## src/rtl/int_vector_sched_if.sv

```systemverilog
// -----------------------------------------------------------------------------
// int_vector_sched_if
//
// CPU register-bus bundle for the interrupt vectoring scheduler.
// All CPU-driven signals are asynchronous to the scheduler clock. The
// scheduler resynchronises them internally.
//
// Signals:
//   Addr    [3:0]  CPU register address
//   DataRd  [15:0] register read data (combinational from Addr)
//   DataWr  [15:0] CPU write data
//   En             block chip select
//   Rd             CPU read strobe
//   Wr             CPU write strobe
//
// Modports:
//   master  CPU side   (drives Addr/DataWr/En/Rd/Wr, receives DataRd)
//   slave   block side (receives Addr/DataWr/En/Rd/Wr, drives DataRd)
// -----------------------------------------------------------------------------
interface int_vector_sched_if;
    logic [3:0]  Addr;
    logic [15:0] DataRd;
    logic [15:0] DataWr;
    logic        En;
    logic        Rd;
    logic        Wr;

    modport master (
        output Addr,
        output DataWr,
        output En,
        output Rd,
        output Wr,
        input  DataRd
    );

    modport slave (
        input  Addr,
        input  DataWr,
        input  En,
        input  Rd,
        input  Wr,
        output DataRd
    );
endinterface

```

## src/rtl/int_vector_sched.sv

```systemverilog
// -----------------------------------------------------------------------------
// int_vector_sched
//
// Interrupt vectoring scheduler between the interrupt controller and the CPU.
// It arbitrates among 16 masked pending interrupt lines and presents one
// winning source as a 4-bit vector. The CPU claims the vector by reading
// address 0 and closes it by writing address 1 (EOI). On EOI a one-cycle
// one-hot clear pulse is sent to the source, followed by a one-cycle guard
// before the lines are rescanned.
//
// Ports:
//   Clk          system clock
//   Reset        synchronous, active-high reset
//   cpuBus       register bus (int_vector_sched_if.slave):
//                  Addr/En/Rd/Wr/DataWr in, DataRd out
//   IntStatus    [15:0] masked pending lines, level, one per source
//   IntReset     [15:0] one-hot clear pulse to sources (registered)
//   IntReq       CPU interrupt request (registered)
//   Vector       [3:0]  index of the granted source (registered)
//   VectorValid  high while in PEND or SERVICE (registered)
//
// Register map:
//   0 read : {VectorValid, 11'b0, Vector}; a read here while PEND claims
//   1 read : one-hot in-service mask, nonzero only in SERVICE
//   1 write: EOI
//   2 read : raw IntStatus
//   others : read 16'h0000, writes ignored
//
// Build option:
//   INTSCHED_ROUNDROBIN_EN  when defined, arbitration searches upward from a
//                           rotating pointer (wrapping 15 -> 0) and the
//                           pointer moves past each source as it is cleared.
//                           When undefined, the lowest set index wins and no
//                           pointer register exists.
// -----------------------------------------------------------------------------
module int_vector_sched (
    input  logic                     Clk,
    input  logic                     Reset,
    int_vector_sched_if.slave        cpuBus,
    input  logic [15:0]              IntStatus,
    output logic [15:0]              IntReset,
    output logic                     IntReq,
    output logic [3:0]               Vector,
    output logic                     VectorValid
);

    typedef enum logic [2:0] {
        IDLE    = 3'd0,
        PEND    = 3'd1,
        SERVICE = 3'd2,
        CLEAR   = 3'd3,
        HOLD    = 3'd4
    } state_t;

    state_t      state;

    // Bus front end: one synchronising stage, then a registered edge detect.
    logic [3:0]  AddrSync;
    logic        EnSync;
    logic        RdSync;
    logic        WrSync;
    logic        RdPrev;
    logic        WrPrev;
    logic        RdPos;
    logic        WrPos;
    logic [3:0]  PosAddr;

    logic        claim;
    logic        eoi;
    logic [3:0]  winner;

    // EOI carries no payload, so the write data is intentionally unused.
    logic        unusedDataWr;
    assign unusedDataWr = ^cpuBus.DataWr;

    // Decode a 4-bit index into a 16-bit one-hot mask.
    function automatic logic [15:0] oneHot(input logic [3:0] idx);
        return 16'h0001 << idx;
    endfunction

    // Lowest set index wins; an all-zero request returns 0 (never used).
    function automatic logic [3:0] pickFixed(input logic [15:0] req);
        logic [3:0] win;
        win = 4'd0;
        for (int i = 15; i >= 0; i--) begin
            if (req[i]) begin
                win = 4'(i);
            end else begin
                win = win;
            end
        end
        return win;
    endfunction

`ifdef INTSCHED_ROUNDROBIN_EN
    logic [3:0]  RrPtr;

    // First set index at or above ptr, wrapping from 15 back to 0. Scanning
    // the offsets downward lets the smallest offset overwrite the result.
    function automatic logic [3:0] pickRoundRobin(input logic [15:0] req,
                                                  input logic [3:0]  ptr);
        logic [3:0] win;
        logic [3:0] idx;
        win = ptr;
        for (int k = 15; k >= 0; k--) begin
            idx = ptr + 4'(k);
            if (req[idx]) begin
                win = idx;
            end else begin
                win = win;
            end
        end
        return win;
    endfunction

    assign winner = pickRoundRobin(IntStatus, RrPtr);
`else
    assign winner = pickFixed(IntStatus);
`endif

    // Strobe events are only acted on at the address captured with the edge,
    // so the address cannot slip between detection and use.
    assign claim = RdPos && (PosAddr == 4'd0);
    assign eoi   = WrPos && (PosAddr == 4'd1);

    // Resynchronise the asynchronous bus inputs and detect strobe rising edges.
    always_ff @(posedge Clk) begin
        if (Reset) begin
            AddrSync <= 4'd0;
            EnSync   <= 1'b0;
            RdSync   <= 1'b0;
            WrSync   <= 1'b0;
            RdPrev   <= 1'b0;
            WrPrev   <= 1'b0;
            RdPos    <= 1'b0;
            WrPos    <= 1'b0;
            PosAddr  <= 4'd0;
        end else begin
            AddrSync <= cpuBus.Addr;
            EnSync   <= cpuBus.En;
            RdSync   <= cpuBus.Rd;
            WrSync   <= cpuBus.Wr;
            RdPrev   <= RdSync;
            WrPrev   <= WrSync;
            RdPos    <= EnSync & RdSync & ~RdPrev;
            WrPos    <= EnSync & WrSync & ~WrPrev;
            PosAddr  <= AddrSync;
        end
    end

    // Scheduler state machine with its registered outputs.
    always_ff @(posedge Clk) begin
        if (Reset) begin
            state       <= IDLE;
            IntReq      <= 1'b0;
            Vector      <= 4'd0;
            VectorValid <= 1'b0;
            IntReset    <= 16'h0000;
`ifdef INTSCHED_ROUNDROBIN_EN
            RrPtr       <= 4'd0;
`endif
        end else begin
            // IntReq trails entry into PEND by one edge and drops one edge
            // after leaving it.
            IntReq   <= (state == PEND);
            IntReset <= 16'h0000;

            case (state)
                IDLE: begin
                    if (IntStatus != 16'h0000) begin
                        Vector      <= winner;
                        VectorValid <= 1'b1;
                        state       <= PEND;
                    end else begin
                        state       <= IDLE;
                    end
                end

                PEND: begin
                    // A claim beats a withdrawal seen in the same cycle.
                    if (claim) begin
                        state       <= SERVICE;
                    end else if (!IntStatus[Vector]) begin
                        VectorValid <= 1'b0;
                        state       <= IDLE;
                    end else begin
                        state       <= PEND;
                    end
                end

                SERVICE: begin
                    // Source levels are deliberately ignored while in service.
                    if (eoi) begin
                        IntReset    <= oneHot(Vector);
                        VectorValid <= 1'b0;
                        state       <= CLEAR;
                    end else begin
                        state       <= SERVICE;
                    end
                end

                CLEAR: begin
`ifdef INTSCHED_ROUNDROBIN_EN
                    RrPtr <= Vector + 4'd1;
`endif
                    state <= HOLD;
                end

                HOLD: begin
                    // Gives the cleared source a cycle to drop its level.
                    state <= IDLE;
                end

                default: begin
                    VectorValid <= 1'b0;
                    state       <= IDLE;
                end
            endcase
        end
    end

    // Register read mux, combinational from the raw address.
    always_comb begin
        cpuBus.DataRd = 16'h0000;
        case (cpuBus.Addr)
            4'd0: begin
                cpuBus.DataRd = {VectorValid, 11'd0, Vector};
            end
            4'd1: begin
                if (state == SERVICE) begin
                    cpuBus.DataRd = oneHot(Vector);
                end else begin
                    cpuBus.DataRd = 16'h0000;
                end
            end
            4'd2: begin
                cpuBus.DataRd = IntStatus;
            end
            default: begin
                cpuBus.DataRd = 16'h0000;
            end
        endcase
    end

endmodule
```

## src/flat_wrapper.sv

```systemverilog
// flat-port wrapper written by rule: the top's interface ports become plain ports
module int_vector_sched_flat 
  (Clk, Reset, IntStatus, IntReset, IntReq, Vector, VectorValid, cpuBus_Addr, cpuBus_DataWr, cpuBus_En, cpuBus_Rd, cpuBus_Wr, cpuBus_DataRd);
  int_vector_sched_if cpuBus_i ();
  input  logic Clk;
  input  logic Reset;
  input  logic [15:0] IntStatus;
  output logic [15:0] IntReset;
  output logic IntReq;
  output logic [3:0] Vector;
  output logic VectorValid;
  input wire logic [$bits(cpuBus_i.Addr)-1:0] cpuBus_Addr;
  input wire logic [$bits(cpuBus_i.DataWr)-1:0] cpuBus_DataWr;
  input wire logic [$bits(cpuBus_i.En)-1:0] cpuBus_En;
  input wire logic [$bits(cpuBus_i.Rd)-1:0] cpuBus_Rd;
  input wire logic [$bits(cpuBus_i.Wr)-1:0] cpuBus_Wr;
  output wire logic [$bits(cpuBus_i.DataRd)-1:0] cpuBus_DataRd;
  assign cpuBus_i.Addr = cpuBus_Addr;
  assign cpuBus_i.DataWr = cpuBus_DataWr;
  assign cpuBus_i.En = cpuBus_En;
  assign cpuBus_i.Rd = cpuBus_Rd;
  assign cpuBus_i.Wr = cpuBus_Wr;
  assign cpuBus_DataRd = cpuBus_i.DataRd;
  int_vector_sched u_core (.Clk(Clk), .Reset(Reset), .cpuBus(cpuBus_i), .IntStatus(IntStatus), .IntReset(IntReset), .IntReq(IntReq), .Vector(Vector), .VectorValid(VectorValid));
endmodule
```

## config.mk

```make
export PLATFORM = sky130hd
export DESIGN_NAME = int_vector_sched_flat
export DESIGN_NICKNAME = d
export VERILOG_FILES = /design/src/rtl/int_vector_sched_if.sv /design/src/rtl/int_vector_sched.sv /design/src/flat_wrapper.sv
export SDC_FILE = /design/constraint.sdc
export NUM_CORES = 1
export LEC_CHECK = 0
export CORE_MARGIN = 2
export CORE_UTILIZATION = 30
export DETAILED_ROUTE_END_ITERATION = 10
export GPL_TIMING_DRIVEN = 0
export SYNTH_ARGS = -nofsm -noshare
export SYNTH_HDL_FRONTEND = slang
export SYNTH_SLANG_ARGS = --single-unit
```

## constraint.sdc

```tcl
create_clock -name Clk -period 1.65 [get_ports Clk]
set_input_delay 0.33 -clock Clk [delete_from_list [all_inputs] [get_ports Clk]]
set_output_delay 0.33 -clock Clk [all_outputs]
set_load 0.1 [all_outputs]
```

* Word-level counts from Yosys, hierarchy flattened *
Cells that the tools add are included.

word-level totals
  register bits = 40
  bits in latches = 0
  RAM bits = 0
  bits in read-only memories = 0
  output and inout port bits = 38
  memories kept = 0

operators by class
  $add $sub $neg = 0
  $mul = 0
  div/mod/pow operators = 0
  magnitude comparators = 1
  equality and inequality tests = 11
  shift-type cells = 1
  mux-type cells = 30
  bitwise gates (word level) = 9
  reduce and logical (&&, ||, !) cells = 10

operators with widths
  cell                                                         number
  2-to-1 mux 4 bit                                             16
  case mux 16 bit (3 select lines)                             1
  2-to-1 mux 16 bit                                            1
  nonzero test 16 bit                                          1
  << shifter 1 x 4 -> 16 bit (first input constant)            1
  case mux 3 bit (4 select lines)                              1
  equality test 4 x 1 -> 1 bit (second input constant)         2
  zero test 4 bit                                              2
  2-to-1 mux 1 bit                                             8
  equality test 3 x 2 -> 1 bit (second input constant)         2
  less-than comparator 4 x 5 -> 1 bit (second input constant)  1
  NOT 1 bit                                                    5
  AND reduction 5 bit                                          1
  AND 1 bit                                                    4
  binary-select mux 1 bit (select 4 bit)                       1
  equality test 4 x 2 -> 1 bit (second input constant)         1
  inequality test 2 x 1 -> 1 bit (second input constant)       2
  inequality test 2 bit (second input constant)                2
  case mux 1 bit (4 select lines)                              1
  equality test 3 x 1 -> 1 bit (second input constant)         1
  equality test 3 bit (second input constant)                  1
  zero test 3 bit                                              1
  2-to-1 mux 3 bit                                             1
  OR reduction 3 bit                                           1
  3 further kinds                                              4

* Logic depth before layout (Yosys ltp) *
  word-level depth = 16
  mapped depth = 7
  depth with buffers taken out = 5

* Worst setup path after synthesis *
OpenSTA, ideal clock, no wires.

  kind = flip-flop to output port
  start = register u_core.Vector[1]
  end = output port cpuBus_DataRd[10]
  arrival = 3757 ps
  required time = 1320 ps
  path slack = -2437 ps
  cell stages (with the launch flop) = 6
  buffers on the path = 2
  cell sequence = dfxtp_1 -> buf_2 -> buf_6 -> nor2b_1 -> nand2_1 -> o21ai_0

on the way
  longest elaborated chain between the ends = 3

ends and longest elaborated chain
  what                              line                     source
  start, declared                   int_vector_sched.sv:43   output logic [3:0] Vector,
  start signal, assigned            int_vector_sched.sv:171  Vector <= winner;
  << shifter 1 x 4 -> 16 bit        int_vector_sched.sv:78   return 16'h0001 << idx;
  2-to-1 mux 16 bit                 int_vector_sched.sv:230  if (state == SERVICE) begin
  case mux 16 bit (3 select lines)  int_vector_sched.sv:225  case (cpuBus.Addr)
  end, declared                     flat_wrapper.sv:17       output wire logic [$bits(cpuBus_i.DataRd)-1:0] cpuBus_DataRd;

No other way between the ends.

* Worst setup path in the final report *
  start = register u_core.state[2]
  end = output port cpuBus_DataRd[2]

on the way
  longest elaborated chain between the ends = 3

ends and longest elaborated chain
  what                              line                     source
  start, declared                   int_vector_sched.sv:55   state_t state;
  start signal, assigned            int_vector_sched.sv:154  state <= IDLE;
  start signal, assigned            int_vector_sched.sv:173  state <= PEND;
  start signal, assigned            int_vector_sched.sv:175  state <= IDLE;
  equality test 3 x 2 -> 1 bit      int_vector_sched.sv:230
  2-to-1 mux 16 bit                 int_vector_sched.sv:230
  case mux 16 bit (3 select lines)  int_vector_sched.sv:225

No other way between the ends.

==> results by group <==
CTS
  – Clk_lat worst skew: 0.29 ns
  – Clock slew at the register clock pins of the worst setup and hold paths: 0.08 ns
  – Clock sink count: 40
  – Clock root buffer: sky130_fd_sc_hd__clkbuf_8
  – Total CTS buffers: 5
  – CTS tree: yes
  – Maximum clock path buffer count: 2
  – H-tree depth reported by CTS: 2
  – Number of hold buffers added after CTS: 0

Route
  – Vias: 1802
  – Iteration-0 DRC count of the detailed router: 81
  – Via density per instance: 5.02
  – Number of nets with antenna violations after detailed routing: 0
  – Number of detailed-route iterations in the first pass: 4
  – Number of remaining DRC errors: 0
  – Final routed wire length divided by cell count: 16.0 um
  – Wire length reported by the detailed router: 5750 um

Global route
  – First-pass GRT wire length: 9270 um
  – Global-route met1 utilization: 24.3%
  – Pin count of the biggest net entering global routing: 13
  – Antenna violations before repair: 0
  – GR met2 Demand/Resource: 29.8%
  – Grt ovf: 0
  – Total routing usage reported by global routing: 18.4%
  – Layer with the highest usage after global routing: met2
  – Via count of the first global-routing pass: 1818
  – Met3 track demand over resource: 3.96%

STA
  – Transition time at the pin with the least slew margin: 0.554 ns
  – Max-slew headroom at the worst pin: 63.3%
  – Clock period minus worst slack: 2.13 ns
  – Worst path setup slack after routing: -0.480 ns
  – Final setup violation count: 16
  – Highest Clock Rate: 469 MHz
  – Worst setup skew after layout: 0.00201 ns
  – Number of pins exceeding their max-slew limit in the final report: 0
  – Final period utilization: 129%
  – Worst-case hold slack: 0.438 ns
  – Hold Fails Final Rpt: 0
  – Setup TNS: -6.94 ns
  – Unrepaired setup endpoints after global routing: yes

Die
  – Std cell rows: 28
  – Floorplan die height: 81.5 um
  – DIE AREA: 0.00665 mm^2
  – Starting density of the core: 30.8%
  – IO Pins: 79
  – Floorplan die width: 81.5 um
  – Core outline area: 0.00585 mm^2

Setup path
  – Start point of the critical path: u_core.state[2]$_SDFF_PP0_
  – Kind of capture point of the worst setup path: output port
  – Worst path cell trace: nand2b_4 > nor3_2 > and4bb_4 > buf_12 > nand2_8 > o21ai_4 > buf_12
  – CP Class: reg2out
  – Crit path launch type: flop
  – Launch point of the worst reg-to-reg path: u_core.Vector[0]$_SDFFE_PP0P_
  – Delay of the slowest critical-path stage: 0.35 ns
  – Worst Path Max Fanout: 4
  – Critical Path AT: 1.80 ns
  – Req. time, crit path: 1.32 ns
  – Slowest-stage cell, CP: sky130_fd_sc_hd__dfxtp_4
  – Cell type with the highest occurrence count on the critical path: sky130_fd_sc_hd__buf_12

Yosys
  – Proportion of netlist area held by the largest area contributor: 44.4%
  – Total of flip-flops plus latches after synthesis: 40
  – Most common cell in the netlist: sky130_fd_sc_hd__dfxtp_1
  – Mapped Nets: 247
  – Number of enable-type register cells in the synthesized netlist: 0
  – Number of instances in the synthesized netlist: 206
  – Synth cell count leaders: sky130_fd_sc_hd__dfxtp_1, sky130_fd_sc_hd__nor2_1, sky130_fd_sc_hd__nand2_1
  – Synthesized area: 0.00180 mm^2
  – Largest area contributor in the synthesized netlist: sky130_fd_sc_hd__dfxtp_1
  – Main flop type after synthesis: sky130_fd_sc_hd__dfxtp_1
  – Largest cells by area after synthesis: sky130_fd_sc_hd__dfxtp_1, sky130_fd_sc_hd__nor2b_1, sky130_fd_sc_hd__o21ai_0
  – Share of synthesized registers carrying an async set or reset: 0%
  – Avg Inst Size Synth: 8.75 um^2
  – Cell variety after synth: 40
  – Sequential-to-total area share from yosys stat: 44.4%
  – Yosys warns: 0

Placement
  – Count of buffers from port buffering: 62
  – Area after detailed placement: 0.00281 mm^2
  – Gp weighted congestion: 0.760
  – Hpwl dp: 4070 um

Power and ir drop
  – Leak pwr: 0.00117 uW
  – Maximum vdd drop: 0.380 mV
  – Cell Pwr Density: 744 mW/mm^2

Cells and area
  – Count of nets after finishing: 324
  – Layout area overhead: 79.7%
  – Area of all placed cells without fillers: 0.00324 mm^2
  – Utilization after layout: 55.4%
  – Final antenna diode count: 0
  – Number of filler cells placed in the layout: 539
  – Proportion of layout cells with a drive suffix above 1: 37.3%

Run status
  – Status: finished with violations
  – Violated checks: setup timing

Min path
  – Hold Crit Start: u_core.AddrSync[0]$_SDFF_PP0_
  – Classification of the worst-slack hold path: reg2reg

Job
  – Max cap viols: 0
[registers in the layout, summed over array words and instances (netlist names)]
name,count
u_core.IntReset,16
u_core.AddrSync,4
u_core.PosAddr,4
u_core.Vector,4
u_core.state,3
u_core.EnSync,1
u_core.IntReq,1
u_core.RdPos,1
u_core.RdPrev,1
u_core.RdSync,1
u_core.VectorValid,1
u_core.WrPos,1
u_core.WrPrev,1
u_core.WrSync,1
[cell usage in the layout (no fill, tap or decap), types with 6 or more instances in the layout]
cell type                         count
sky130_fd_sc_hd__clkdlybuf4s15_2     22
sky130_fd_sc_hd__clkbuf_8             8
sky130_fd_sc_hd__dlygate4sd2_1       17
sky130_fd_sc_hd__buf_4                8
sky130_fd_sc_hd__nor2_1              25
sky130_fd_sc_hd__dfxtp_1             34
sky130_fd_sc_hd__o21ai_4             17
sky130_fd_sc_hd__nor2b_1             16
sky130_fd_sc_hd__nand2_1             19
sky130_fd_sc_hd__buf_12              17
sky130_fd_sc_hd__dfxtp_4              6
[report_power, final]
part / switching [uW] / total (uW) / internal [uW] / leakage, uW
logic: 465 / 715 / 250 / 0.000792
registers: 38.9 / 1040 / 1000 / 0.000331
clock network: 352 / 654 / 302 / 0.0000424
total: 856 / 2410 / 1560 / 0.00117
[worst paths after layout]
kind | end | slack [ns] | cells past startpoint
max | cpuBus_DataRd[2] | -0.48 | 7
min | u_core.PosAddr[0]$_SDFF_PP0_ | 0.44 | 1
max reg2reg | u_core.VectorValid$_SDFFE_PP0P_ | 0.10 | 4
min reg2reg | u_core.PosAddr[0]$_SDFF_PP0_ | 0.44 | 1
[layer usage]
metal  wire, um  part of all wire (%)
met5          0                     0
met4         71                   1.2
met3        248                   4.3
met2       2820                    49
met1       2610                    45
[worst max-delay path, delay by kind of cell, from the launching register on]
| family | cells | cell delay (ns) |
|---|---|---|
| compound gates | 1 | 0.17 |
| buf+inv | 2 | 0.32 |
| flops | 1 | 0.35 |
| simple gates | 4 | 0.66 |
[timing repair]
item,in CTS,in global routing
pin swaps,12,2
buffers inserted,8,0
gates resized for setup,239,7
endpoints found under the setup margin,42,24
[metrics by stage]
step                worst slack, ns  cells  total power, uW
floorplan                    -0.402    206             1540
global placement              -1.74    343             1740
detailed placement            -1.76    343             1750
CTS                          -0.507    359             2420
global route                 -0.534    359             2530
finish                       -0.480    359             2410
[layout make-up]
| type | instances | area, um^2 | share of cell area, % |
|---|---|---|---|
| inverters | 5 | 18.8 | 0.579 |
| clock inverters | 1 | 8.76 | 0.270 |
| plain buffers | 8 | 80.1 | 2.47 |
| multi-input cells | 153 | 1270 | 39.2 |
| repair buffers | 70 | 867 | 26.8 |
| clock buffers | 7 | 76.3 | 2.36 |
| flip-flops and latches | 40 | 823 | 25.4 |
| well taps | 75 | 93.8 | 2.90 |
[kinds of logic (layout without fill, tap and decap cells)]
logic type,after synthesis,after routing,share of synthesized area [%]
DFF,40,40,44.4
and+or+nand+nor,102,102,30.5
buffers and inverters,13,91,3.33
AOI/OAI and AO/OA,45,45,16.9
muxes,6,6,4.93
Power figures use the tool's default switching activity.
==> RTL edit: new RTL, same flow settings <==
Build with the macro `INTSCHED_ROUNDROBIN_EN` defined.
--- a/src/rtl/int_vector_sched.sv
+++ b/src/rtl/int_vector_sched.sv
@@ -33,6 +33,8 @@
 //                           When undefined, the lowest set index wins and no
 //                           pointer register exists.
 // -----------------------------------------------------------------------------
+`define INTSCHED_ROUNDROBIN_EN
+
 module int_vector_sched (
     input  logic                     Clk,
     input  logic                     Reset,
Behaviour: not the same (Yosys sat finds a counterexample within 10 cycles, from zero or initial values and one cycle with Reset high).
==> RTL edit against the original RTL <==
  * The flow still finishes with violations (setup timing)
  * Register-to-register slack got worse by 1.6 ns
  * Sequential cell count grew 4
  * Total power is 31% higher
  * Hold slack got worse by 0.14 ns
  * Area after synthesis rose by 110%
  * Routed wire length grew 140%
  * Setup slack got worse by 1.0 ns
  * Final area up 86%
  * Global-route usage is 2.2 points higher
  * Clock power up 70%
  * Largest cell class unchanged
==> RTL edit: results (changes against the original RTL) <==
Status
  • Status: finished with violations
  • Violated checks: setup timing

Clock tree
  • Worst-path clk slew: 0.06 ns (-0.02 ns)
  • CTS H-tree lvls: 2 (unchanged)
  • Clock Root Buffer: clkbuf_16
  • Clock Tree Buf Depth: 2 (unchanged)

Place
  • Worst slack, placed: -2.32 ns (-0.560 ns)
  • DPL Wire Length: 9.61 mm (+140%)
  • Placed insts: 664 (+94%)
  • GPL Wtd Cong: 0.926 (+22%)
  • Port bufs: 61 (-1.6%)
  • Post-DP Area: 4830 µm² (+72%)

Synth
  • Synth cell count leaders: nand2_1, dfxtp_1, nor2_1
  • Post-Synth Adder-Cell Area: 4.34% (+4.3 points)
  • Syn nets: 489 (+98%)
  • Post-synthesis xor/xnor area fraction: 3.67% (+3.7 points)
  • Seq/Total Area, Yosys: 23.5% (-21 points)
  • Unique cell type count in the Yosys netlist: 64 (+60%)
  • Largest cells by area after synthesis: dfxtp_1, mux4_2, mux2i_1
  • Multiplexer share of the synthesized area: 24.9% (+20 points)
  • Syn Area/Cell: 8.62 µm² (-1.5%)

Worst hold path
  • Hold path endpoint: u_core.AddrSync[0]
  • Hold Crit Start: cpuBus_Addr[0]
  • Hold WC Path Type: in -> reg
  • Hold path depth: 2 (+1)

Layout
  • Fillcell total: 1119 (+110%)
  • Design area: 6020 µm² (+86%)
  • Finished Layout Cells: 716 (+99%)
  • Nets: 601 (+85%)
  • Ratio of cells with drive above 1 in the final layout: 42.0% (+4.6 points)

Route
  • Metal2 WL: 6.69 mm (+140%)
  • Met1 Wirelength: 5.86 mm (+120%)
  • Total number of vias: 4040 (+120%)
  • Routed length on met3: 861 µm (+250%)
  • DR pass1 iterations: 5 (+1)
  • Initial DRC count: 437 (+440%)
  • Final WL: 13.7 mm (+140%)

Worst setup path
  • FF-to-FF End: u_core.Vector[1]
  • Top delay family on crit path: multiplexers
  • Crit path largest cell delay: 0.56 ns (+0.21 ns)
  • Cells on worst reg2reg path: 12 (+8)
  • Slowest stage cell on the critical path: mux4_2
  • R2r startpoint: u_core.RrPtr[1]
  • Arr. time, crit path: 3.35 ns (+1.55 ns)
  • CP Max Fanout: 7 (+3)

Global route
  • Largest net degree at the start of global routing: 16 (+3)
  • Gr usage total: 20.6% (+2.2 points)
  • First-pass GRT wire length: 21.8 mm (+130%)
  • Met1 Track Usage GR: 25.9% (+1.6 points)
  • Met2 Use GR: 35.8% (+6.0 points)
  • GRT met3 Usage: 4.24% (+0.28 points)

STA
  • Setup slack after layout: -1.48 ns (-1.00 ns)
  • Worst Skew: 0.00514 ns (+0.00313 ns)
  • TNS Setup: -12.90 ns (-5.97 ns)
  • # setup viols final: 22 (+6)
  • Slew headroom: 62.7% (-0.52 points)

Power
  • Standby leakage power: 2.19 nW (+88%)
  • Peak supply drop: 0.573 mV (+51%)
[RTL edit: cell count changes in the layout (fill, tap and decap cells not counted), moves of 10 or more]
cell,delta
buf_4,+31
dlygate4sd2_1,-17
a21oi_1,+13
nor2_1,+17
mux4_2,+19
clkdlybuf4s50_1,+15
buf_6,+14
nand2_1,+22
mux2i_4,+10
[RTL edit: how the worst max path moves through the flow]
stage | from | to | slack [ns] | cells past startpoint
2_1_floorplan | u_core.RrPtr[0] | u_core.Vector[1] | -1.31 | 11
3_3_place_gp | cpuBus_Addr[0] | cpuBus_DataRd[7] | -2.37 | 6
3_5_place_dp | cpuBus_Addr[0] | cpuBus_DataRd[7] | -2.32 | 6
4_1_cts | u_core.RrPtr[1] | u_core.Vector[1] | -1.47 | 10
5_1_grt | u_core.RrPtr[1] | u_core.Vector[1] | -1.55 | 13
6_report | u_core.RrPtr[1] | u_core.Vector[1] | -1.48 | 12
[RTL edit: cell type report]
| class | count | area share (%) |
|---|---|---|
| Tap cell | 168 | 3.49 |
| Timing Repair Buffer | 109 | 18.8 |
| Clock buffer | 6 | 2.50 |
| Buffer | 20 | 3.49 |
| Multi-Input combinational cell | 350 | 54.8 |
| Sequential cell | 44 | 15.1 |
| Inverter | 17 | 1.50 |
| Clock inverter | 2 | 0.270 |
[RTL edit: power breakdown]
| group | total (mW) | leakage (nW) | internal, mW | switching, mW |
|---|---|---|---|---|
| logic | 0.939 | 1.75 | 0.382 | 0.558 |
| clock network | 1.11 | 0.0786 | 0.659 | 0.451 |
| registers | 1.11 | 0.364 | 1.08 | 0.0274 |
| total | 3.16 | 2.19 | 2.13 | 1.04 |
[RTL edit: repair_timing]
action	4_1_cts	5_1_grt
gates cloned	2	0
gates resized for setup	315	37
hold buffers	0	0
endpoints found under the setup margin	56	31
setup buffers	39	8
pin swaps	17	18
